### config.mk
export PLATFORM = sky130hd
export DESIGN_NAME = crane_motion_ctrl
export DESIGN_NICKNAME = d
export VERILOG_FILES = /design/src/rtl/crane_motion_ctrl_pkg.sv /design/src/rtl/crane_motion_ctrl_btn_press_edge.sv /design/src/rtl/crane_motion_ctrl.sv
export SDC_FILE = /design/constraint.sdc
export NUM_CORES = 1
export LEC_CHECK = 0
export BUFFER_PORTS_ARGS = -buffer_cell sky130_fd_sc_hd__buf_2
export CORE_MARGIN = 1
export CORE_UTILIZATION = 55
export CTS_CLUSTER_SIZE = 8
export DETAILED_ROUTE_END_ITERATION = 8
export GPL_TIMING_DRIVEN = 0
export PLACE_DENSITY = 0.76
export SLEW_MARGIN = 20
export SYNTH_ARGS = -nofsm -noshare
export SYNTH_HDL_FRONTEND = slang
export SYNTH_SLANG_ARGS = --single-unit
### constraint.sdc
create_clock -name clock -period 2.1 [get_ports clock]
set_input_delay 0.315 -clock clock [delete_from_list [all_inputs] [get_ports clock]]
set_output_delay 0.315 -clock clock [all_outputs]
set_load 0.005 [all_outputs]
### src/rtl/crane_motion_ctrl_pkg.sv
// Shared definitions for the crane motion controller: state encoding and default limits.
package crane_motion_ctrl_pkg;

    localparam int unsigned StateW = 3;

    // Encoding is also what the display sees on the state port.
    typedef enum logic [StateW-1:0] {
        StIdle    = 3'd0,
        StLower   = 3'd1,
        StGrab    = 3'd2,
        StRaise   = 3'd3,
        StReturn  = 3'd4,
        StRelease = 3'd5
    } state_e;

    localparam int unsigned DefXMax = 15;
    localparam int unsigned DefYMax = 15;
    localparam int unsigned DefZMax = 31;

endpackage

### src/rtl/crane_motion_ctrl_btn_press_edge.sv
// Two-flop synchronizer plus rising-edge detector for one debounced button.
module btn_press_edge (
    input  logic clock,
    input  logic reset,
    input  logic btn,
    output logic press
);

    logic [1:0] sync_q;
    logic       prev_q;

    // Synchronize the button and remember the previous synchronized level.
    always_ff @(posedge clock) begin
        if (reset) begin
            sync_q <= 2'b00;
            prev_q <= 1'b0;
        end else begin
            sync_q <= {sync_q[0], btn};
            prev_q <= sync_q[1];
        end
    end

    // One clock-wide event per rising edge, however long the button is held.
    assign press = sync_q[1] & ~prev_q;

endmodule

### src/rtl/crane_motion_ctrl.sv
// Crane game motion controller: joystick stepping in IDLE and the automatic
// lower/grab/raise/return/release sequence on a drop press.
module crane_motion_ctrl
    import crane_motion_ctrl_pkg::*;
#(
    parameter int unsigned X_MAX       = DefXMax,
    parameter int unsigned Y_MAX       = DefYMax,
    parameter int unsigned Z_MAX       = DefZMax,
    parameter int unsigned XY_W        = 4,
    parameter int unsigned Z_W         = 5,
    parameter int unsigned STEP_CYCLES = 1000000,
    parameter int unsigned GRAB_CYCLES = 50000000
) (
    input  logic              clock,
    input  logic              reset,
    input  logic              btn_left,
    input  logic              btn_right,
    input  logic              btn_fwd,
    input  logic              btn_back,
    input  logic              btn_drop,
    output logic [XY_W-1:0]   pos_x,
    output logic [XY_W-1:0]   pos_y,
    output logic [Z_W-1:0]    pos_z,
    output logic              claw_closed,
    output logic              busy,
    output logic [StateW-1:0] state
);

    localparam int unsigned StepW = (STEP_CYCLES > 1) ? $clog2(STEP_CYCLES) : 1;
    localparam int unsigned GrabW = (GRAB_CYCLES > 1) ? $clog2(GRAB_CYCLES) : 1;

    localparam logic [StepW-1:0] StepLast = StepW'(STEP_CYCLES - 1);
    localparam logic [GrabW-1:0] GrabLast = GrabW'(GRAB_CYCLES - 1);
    localparam logic [XY_W-1:0]  XMax     = XY_W'(X_MAX);
    localparam logic [XY_W-1:0]  YMax     = XY_W'(Y_MAX);
    localparam logic [XY_W-1:0]  XyZero   = '0;
    localparam logic [XY_W-1:0]  XyOne    = XY_W'(1);
    localparam logic [Z_W-1:0]   ZMax     = Z_W'(Z_MAX);
    localparam logic [Z_W-1:0]   ZZero    = '0;
    localparam logic [Z_W-1:0]   ZOne     = Z_W'(1);

    logic [4:0] btn_vec;
    logic [4:0] press;
    logic       ev_left, ev_right, ev_fwd, ev_back, ev_drop;

    assign btn_vec = {btn_drop, btn_back, btn_fwd, btn_right, btn_left};

    for (genvar i = 0; i < 5; i++) begin : g_btn
        btn_press_edge u_edge (
            .clock (clock),
            .reset (reset),
            .btn   (btn_vec[i]),
            .press (press[i])
        );
    end

    assign {ev_drop, ev_back, ev_fwd, ev_right, ev_left} = press;

    state_e            state_q, state_d;
    logic [XY_W-1:0]   x_q, x_d, y_q, y_d;
    logic [Z_W-1:0]    z_q, z_d;
    logic [StepW-1:0]  step_q, step_d;
    logic [GrabW-1:0]  grab_q, grab_d;
    logic              claw_q, busy_q;
    logic              tick, grab_done;

    assign tick      = (step_q == StepLast);
    assign grab_done = (grab_q == GrabLast);

    // Next-state, position and timer logic.
    always_comb begin
        state_d = state_q;
        x_d     = x_q;
        y_d     = y_q;
        z_d     = z_q;
        unique case (state_q)
            StIdle: begin
                if (ev_drop) begin
                    state_d = StLower;
                end else begin
                    if (ev_left && !ev_right && x_q != XyZero) x_d = x_q - 1'b1;
                    if (ev_right && !ev_left && x_q < XMax)    x_d = x_q + 1'b1;
                    if (ev_back && !ev_fwd && y_q != XyZero)   y_d = y_q - 1'b1;
                    if (ev_fwd && !ev_back && y_q < YMax)      y_d = y_q + 1'b1;
                end
            end
            StLower: begin
                if (tick) begin
                    if (z_q < ZMax)         z_d = z_q + 1'b1;
                    if (z_q >= ZMax - ZOne) state_d = StGrab;
                end
            end
            StGrab: begin
                if (grab_done) state_d = StRaise;
            end
            StRaise: begin
                if (tick) begin
                    if (z_q != ZZero) z_d = z_q - 1'b1;
                    if (z_q <= ZOne)  state_d = StReturn;
                end
            end
            StReturn: begin
                // Already home on entry: release without waiting for a tick.
                if (x_q == XyZero && y_q == XyZero) begin
                    state_d = StRelease;
                end else if (tick) begin
                    if (x_q != XyZero) x_d = x_q - 1'b1;
                    if (y_q != XyZero) y_d = y_q - 1'b1;
                    if (x_q <= XyOne && y_q <= XyOne) state_d = StRelease;
                end
            end
            StRelease: begin
                if (grab_done) state_d = StIdle;
            end
            default: state_d = StIdle;
        endcase

        // Both timers restart on every state entry.
        step_d = '0;
        grab_d = '0;
        if (state_d == state_q) begin
            step_d = tick ? '0 : step_q + 1'b1;
            grab_d = grab_done ? '0 : grab_q + 1'b1;
        end
    end

    // State, position, timer and registered output flags.
    always_ff @(posedge clock) begin
        if (reset) begin
            state_q <= StIdle;
            x_q     <= '0;
            y_q     <= '0;
            z_q     <= '0;
            step_q  <= '0;
            grab_q  <= '0;
            claw_q  <= 1'b0;
            busy_q  <= 1'b0;
        end else begin
            state_q <= state_d;
            x_q     <= x_d;
            y_q     <= y_d;
            z_q     <= z_d;
            step_q  <= step_d;
            grab_q  <= grab_d;
            claw_q  <= (state_d inside {StGrab, StRaise, StReturn});
            busy_q  <= (state_d != StIdle);
        end
    end

    assign pos_x       = x_q;
    assign pos_y       = y_q;
    assign pos_z       = z_q;
    assign claw_closed = claw_q;
    assign busy        = busy_q;
    assign state       = state_q;

endmodule

Word-level counts from Yosys, hierarchy flattened --
Index checks and enable logic that the tools add are counted.
Storage, ports and cells: flip-flop bits (word level) 79, latch bits 0, RAM bits 0, bits in read-only memories 0, memories kept 0
Operators by class: add/subtract/negate cells 8, $mul 0, divide/modulo/power cells 0, $lt $le $gt $ge 7, eq/ne operators 22, shifts and indexed selects 0, multiplexer cells 30, bitwise operators 11, reduce and logical (&&, ||, !) cells 29
Operators by type and width (count):
- 2-to-1 mux 4 bit | 12
- 2-to-1 mux 3 bit | 10
- adder 26 x 1 -> 26 bit (second input constant) | 1
- equality test 26 bit (second input constant) | 1
- adder 20 x 1 -> 20 bit (second input constant) | 1
- equality test 20 bit (second input constant) | 1
- 2-to-1 mux 5 bit | 4
- != test 2 bit (second input constant) | 9
- case mux 3 bit (6 select lines) | 1
- case mux 4 bit (2 select lines) | 2
- equality test 3 x 2 -> 1 bit (second input constant) | 4
- AND reduction 6 bit | 2
- logical AND 1 bit | 10
- case mux 5 bit (2 select lines) | 1
- equality test 3 bit (second input constant) | 3
- adder 4 x 1 -> 4 bit (second input constant) | 2
- less-or-equal comparator 4 x 1 -> 1 bit (second input constant) | 2
- zero test 4 bit | 2
- < comparator 4 bit (second input constant) | 2
- nonzero test 4 bit | 2
- subtractor 4 x 1 -> 4 bit (second input constant) | 2
- != test 3 bit (second input constant) | 2
- inverter 1 bit | 6
- nonzero test 3 bit | 2
- 14 further kinds | 23

Logic depth before layout (Yosys ltp) --
word-level depth 9, depth in mapped cells 10, gate-level depth less buffers 8

Hierarchy --
From an unflattened synthesis, not the netlist that was laid out.
Second synthesis, totals: cells, all modules 481, area total of the unflattened synthesis 4065.1 µm²
By module, submodules not included:
- crane_motion_ctrl | instances 1, cells an instance 446, area an instance 3627.2 µm², seq. area each 1281.2 µm²
- btn_press_edge | instances 5, cells an instance 7, area an instance 87.6 µm², seq. area each 60.1 µm²

Least setup slack after synthesis --
OpenSTA, ideal clock, no wires.
path type register -> register, start point register step_q[0], end point register z_q[2] (netlist: pos_z[2]), setup time 128 ps, arrival time 2095 ps, path slack -123 ps, cell stages (with the launch flop) 9, buffers on the path 1, clock period less this slack 2223 ps, path through dfxtp_1 > ha_1 > nand2_1 > or4_1 > buf_2 > nor4_4 > a21bo_2 > xor2_1 > nor2_1
Between the ends: word-level cells in the longest chain between the ends 3
RTL lines:
- start: declaration | RTL line crane_motion_ctrl.sv:62 | logic [StepW-1:0] step_q, step_d;
- start signal: assignment | RTL line crane_motion_ctrl.sv:143 | step_q <= step_d;
- equality test 20 bit * | RTL line crane_motion_ctrl.sv:67 | assign tick = (step_q == StepLast);
- != test 2 bit (no source line)
- AND reduction 5 bit (no source line) *
- end signal: assignment | RTL line crane_motion_ctrl.sv:142 | z_q <= z_d;
- end: declaration | RTL line crane_motion_ctrl.sv:61 | logic [Z_W-1:0] z_q, z_d;
Every way passes the cells marked *; elsewhere a longest branch is shown, timed or not. A chain may end at the register's enable or synchronous reset.

Final worst setup path --
start point register step_q[0], end point register step_q[2]
Between the ends: word-level cells in the longest chain between the ends 7
RTL lines:
- equality test 20 bit | RTL line crane_motion_ctrl.sv:67
- 2-to-1 mux 3 bit | RTL line crane_motion_ctrl.sv:106 | end else if (tick) begin
- 2-to-1 mux 3 bit | RTL line crane_motion_ctrl.sv:104 | if (x_q == XyZero && y_q == XyZero) begin
- case mux 3 bit (6 select lines) | RTL line crane_motion_ctrl.sv:76 | unique case (state_q)
- equality test 3 bit | RTL line crane_motion_ctrl.sv:121 | if (state_d == state_q) begin
- inverter 1 bit (no source line)
- OR reduction 3 bit (no source line)
Parallel ways exist; a longest one is shown, timed or not.

==> impl_results.md <==
* Status: finished, violations left
* Failing checks: setup timing
* CTS Buffer Depth at 2
* H-tree level count at 3
* Synth Flop Type: dfxtp_1
* Antenna fix cells at 0
* Max-cap violations at 0
* Final Cell Area at about 5400 sq um
* Placement Cell Area at 4250 sq um
* Via density at between 5 and 6
* Largest net degree at the start of global routing at 16
* RSZ-0062 raised after global routing: yes
* Synthesized area per cell at between 9 and 10 sq um
* Hold Buf Count CTS at 0
* Synth cell types at 50
* Reg2Reg Setup Slack at -230 ps
* Global route overflow at 0
* Die Height at between 80 and 90 microns
* Mapped Area at between 3000 and 4000 sq um
* R2R cell count at 9
* Startpoint Class: flop
* Kind of critical path: reg2reg
* Worst setup path end: step_q[2]
* Most frequent cells in the layout: dfxtp_1 (54), xor2_1 (32), nor2_1 (30)
* Clock-pin slew on the worst setup and hold paths at roughly 90 ps
* EDFF count, synth at 0
* Max_slew headroom at between 50% and 60%
* Synth warn at 0
* Crit path max fanout at 10
* Die W at slightly below 90 microns
* Sequential area share after synthesis at roughly two fifths
* Area grow syn2layout at 36.4%
* Antenna-violating nets left at 0
* Port Buffers at 24
* TNS Setup at -8540 ps
* Setup violations, final at 56
* Power after layout at roughly 3.2 mW
* Clock tree sinks at around 80
* Worst path arrival time at between 2000 and 3000 ps
* Worst-Skew Late Latency at ~370 ps
* Post-route DRC violation count at 0
* PnR worst setup slack at -230 ps
* Power per Cell Area at approximately 600 nW/um^2
* Root Buffer: clkbuf_8
* Worst Skew at ~17 ps
* WL/cell at between 15 and 20 microns
* Routability-driven placement congestion ratio at approximately 0.83
* Yosys reg bits at between 70 and 80
* Reg2reg start: step_q[0]
* Global-route wire length before repair at roughly 14 mm
* Slew Viols, Final at 0
* Final Hold Violating Endpoints at 0
* Reg-to-reg endpoint: step_q[2]
* Static Leak at between 1.5 and 2 nW
* Die footprint at between 7000 and 8000 sq um
* Final HPWL DP at 5.68 mm
* Fin nets at 510
* Syn nets at between 400 and 500
* Final wirelength at 10.3 mm
* DR iter-0 viols at 220
* Core ar. at around 7000 sq um
* Gr usage total at about a quarter
* CP startpoint: step_q[0]
* TritonRoute pass-1 iters at 5
* Initial Util at 57.7%
* Crit path capture type: flop
* Syn Inst Count at 423
* Commonest non-fill, non-tap cell in the layout: dfxtp_1
* Tmin final at approximately 2300 ps
* CTS buffer count at 9
* Hold/Removal Path Class: in2reg
* VDD IR max at approximately 0.39 mV
* Place WS at -495 ps
* FFs w/ async S/R, synth at 0%
* Io pins at 25
* Worst Path Required at approximately 2300 ps
* Maximum achievable frequency at about 430 MHz
* Slew at the pin with the worst max-slew slack at between 700 and 800 ps
* DR vias at ~3500
* Row count at 30
* Share of layout cells above drive strength 1 at about two fifths
* Vias in the first global route at 3098
* Period utilisation layout at 111%
* CTS tree: built
* Initial antenna violation count at 0
registers in the layout, summed over array words and instances, names as in the netlist, 3 cells and up:
signal,flops
g_btn.u_edge.prev_q,5
g_btn.u_edge.sync_q,10
grab_q,26
pos_x,4
pos_y,4
pos_z,5
state,3
step_q,20
power by group:
part	leakage (nW)	internal [mW]	switching [mW]	total, mW
clock network	0.108	0.599	0.613	1.21
logic	1.15	0.207	0.229	0.437
registers	0.655	1.53	0.0360	1.57
total	1.91	2.34	0.878	3.22
worst min path at each step:
stage / start / cells past startpoint / slack (ps) / to
global route: btn_right / 2 / 150 / g_btn[1].u_edge.sync_q[0]
floorplan: reset / 1 / 390 / g_btn[1].u_edge.sync_q[1]
CTS: btn_fwd / 2 / 150 / g_btn[2].u_edge.sync_q[0]
detailed placement: g_btn[4].u_edge.sync_q[0] / 1 / 420 / g_btn[4].u_edge.sync_q[1]
global placement: g_btn[2].u_edge.sync_q[0] / 1 / 420 / g_btn[2].u_edge.sync_q[1]
finish: btn_back / 2 / 160 / g_btn[3].u_edge.sync_q[0]
Yosys cell counts, types with 3 or more instances:
cell / instances / area [sq um]
or3b_2: 5 / 43.8
nor4b_1: 6 / 52.6
and3_1: 4 / 25.0
ha_1: 13 / 163
inv_1: 12 / 45.0
dfxtp_1: 79 / 1580
a21oi_1: 9 / 45.0
o21ai_0: 6 / 30.0
nand3_1: 24 / 120
nor2_1: 30 / 113
nor2b_1: 17 / 106
nor3_1: 32 / 160
xnor2_1: 19 / 166
nor4_2: 21 / 263
nand2b_1: 3 / 18.8
or3_1: 5 / 31.3
buf_6: 3 / 33.8
nor4_1: 11 / 68.8
xor2_1: 32 / 280
nand4_1: 13 / 81.3
nand2_1: 24 / 90.1
and4_1: 3 / 26.3
clkbuf_1: 7 / 26.3
mux2i_1: 5 / 50.1
buf_2: 5 / 25.0
critical path: stages (launching register included):
cell	delay (ps)
dfxtp_4	380
ha_4	160
nand2_4	70
or4_4	620
nor3_1	250
a21oi_1	140
o21ai_4	90
buf_12	160
buf_4	250
nor3_4	70
stage by stage:
step	instances	hold slack, ps	utilization (%)
final	591	157	78.7
after floorplan	423	387	-
after global routing	591	145	78.7
after detailed placement	543	424	61.9
after CTS	572	148	69.3
after global placement	543	416	61.9
cell type report:
cell class / instances / area (sq um)
well taps: 96 / 120
flip-flops and latches: 79 / 1640
inverters: 12 / 47.5
repair buffers: 57 / 445
fillers: 425 / 1460
plain buffers: 16 / 165
clock inverters: 6 / 73.8
multi-input cells: 315 / 2780
clock buffers: 10 / 138
routing by layer:
metal,vias up,wire length (microns),global-route usage [%]
li1,1652,-,-
met1,1701,4290,30.3
met2,83,5410,42.7
met3,19,441,6.35
met4,0,128,8.03
met5,-,0,0
kinds of logic (layout without fill, tap and decap cells):
family,count (synthesis),in the layout,share of synthesized area [%]
compound gates,33,33,5.59
fa+ha+maj,13,13,4.10
buf+inv,29,101,3.66
xor+xnor,51,51,11.3
flops,79,79,39.9
simple gates,213,213,34.2
mux,5,5,1.26
what timing repair did:
action	in CTS	in global routing
buffers inserted	14	15
resized for setup	55	86
pin swaps	9	51
endpoints found under the setup margin	59	59
gates cloned	0	4
(Power assumes the default switching activity.)
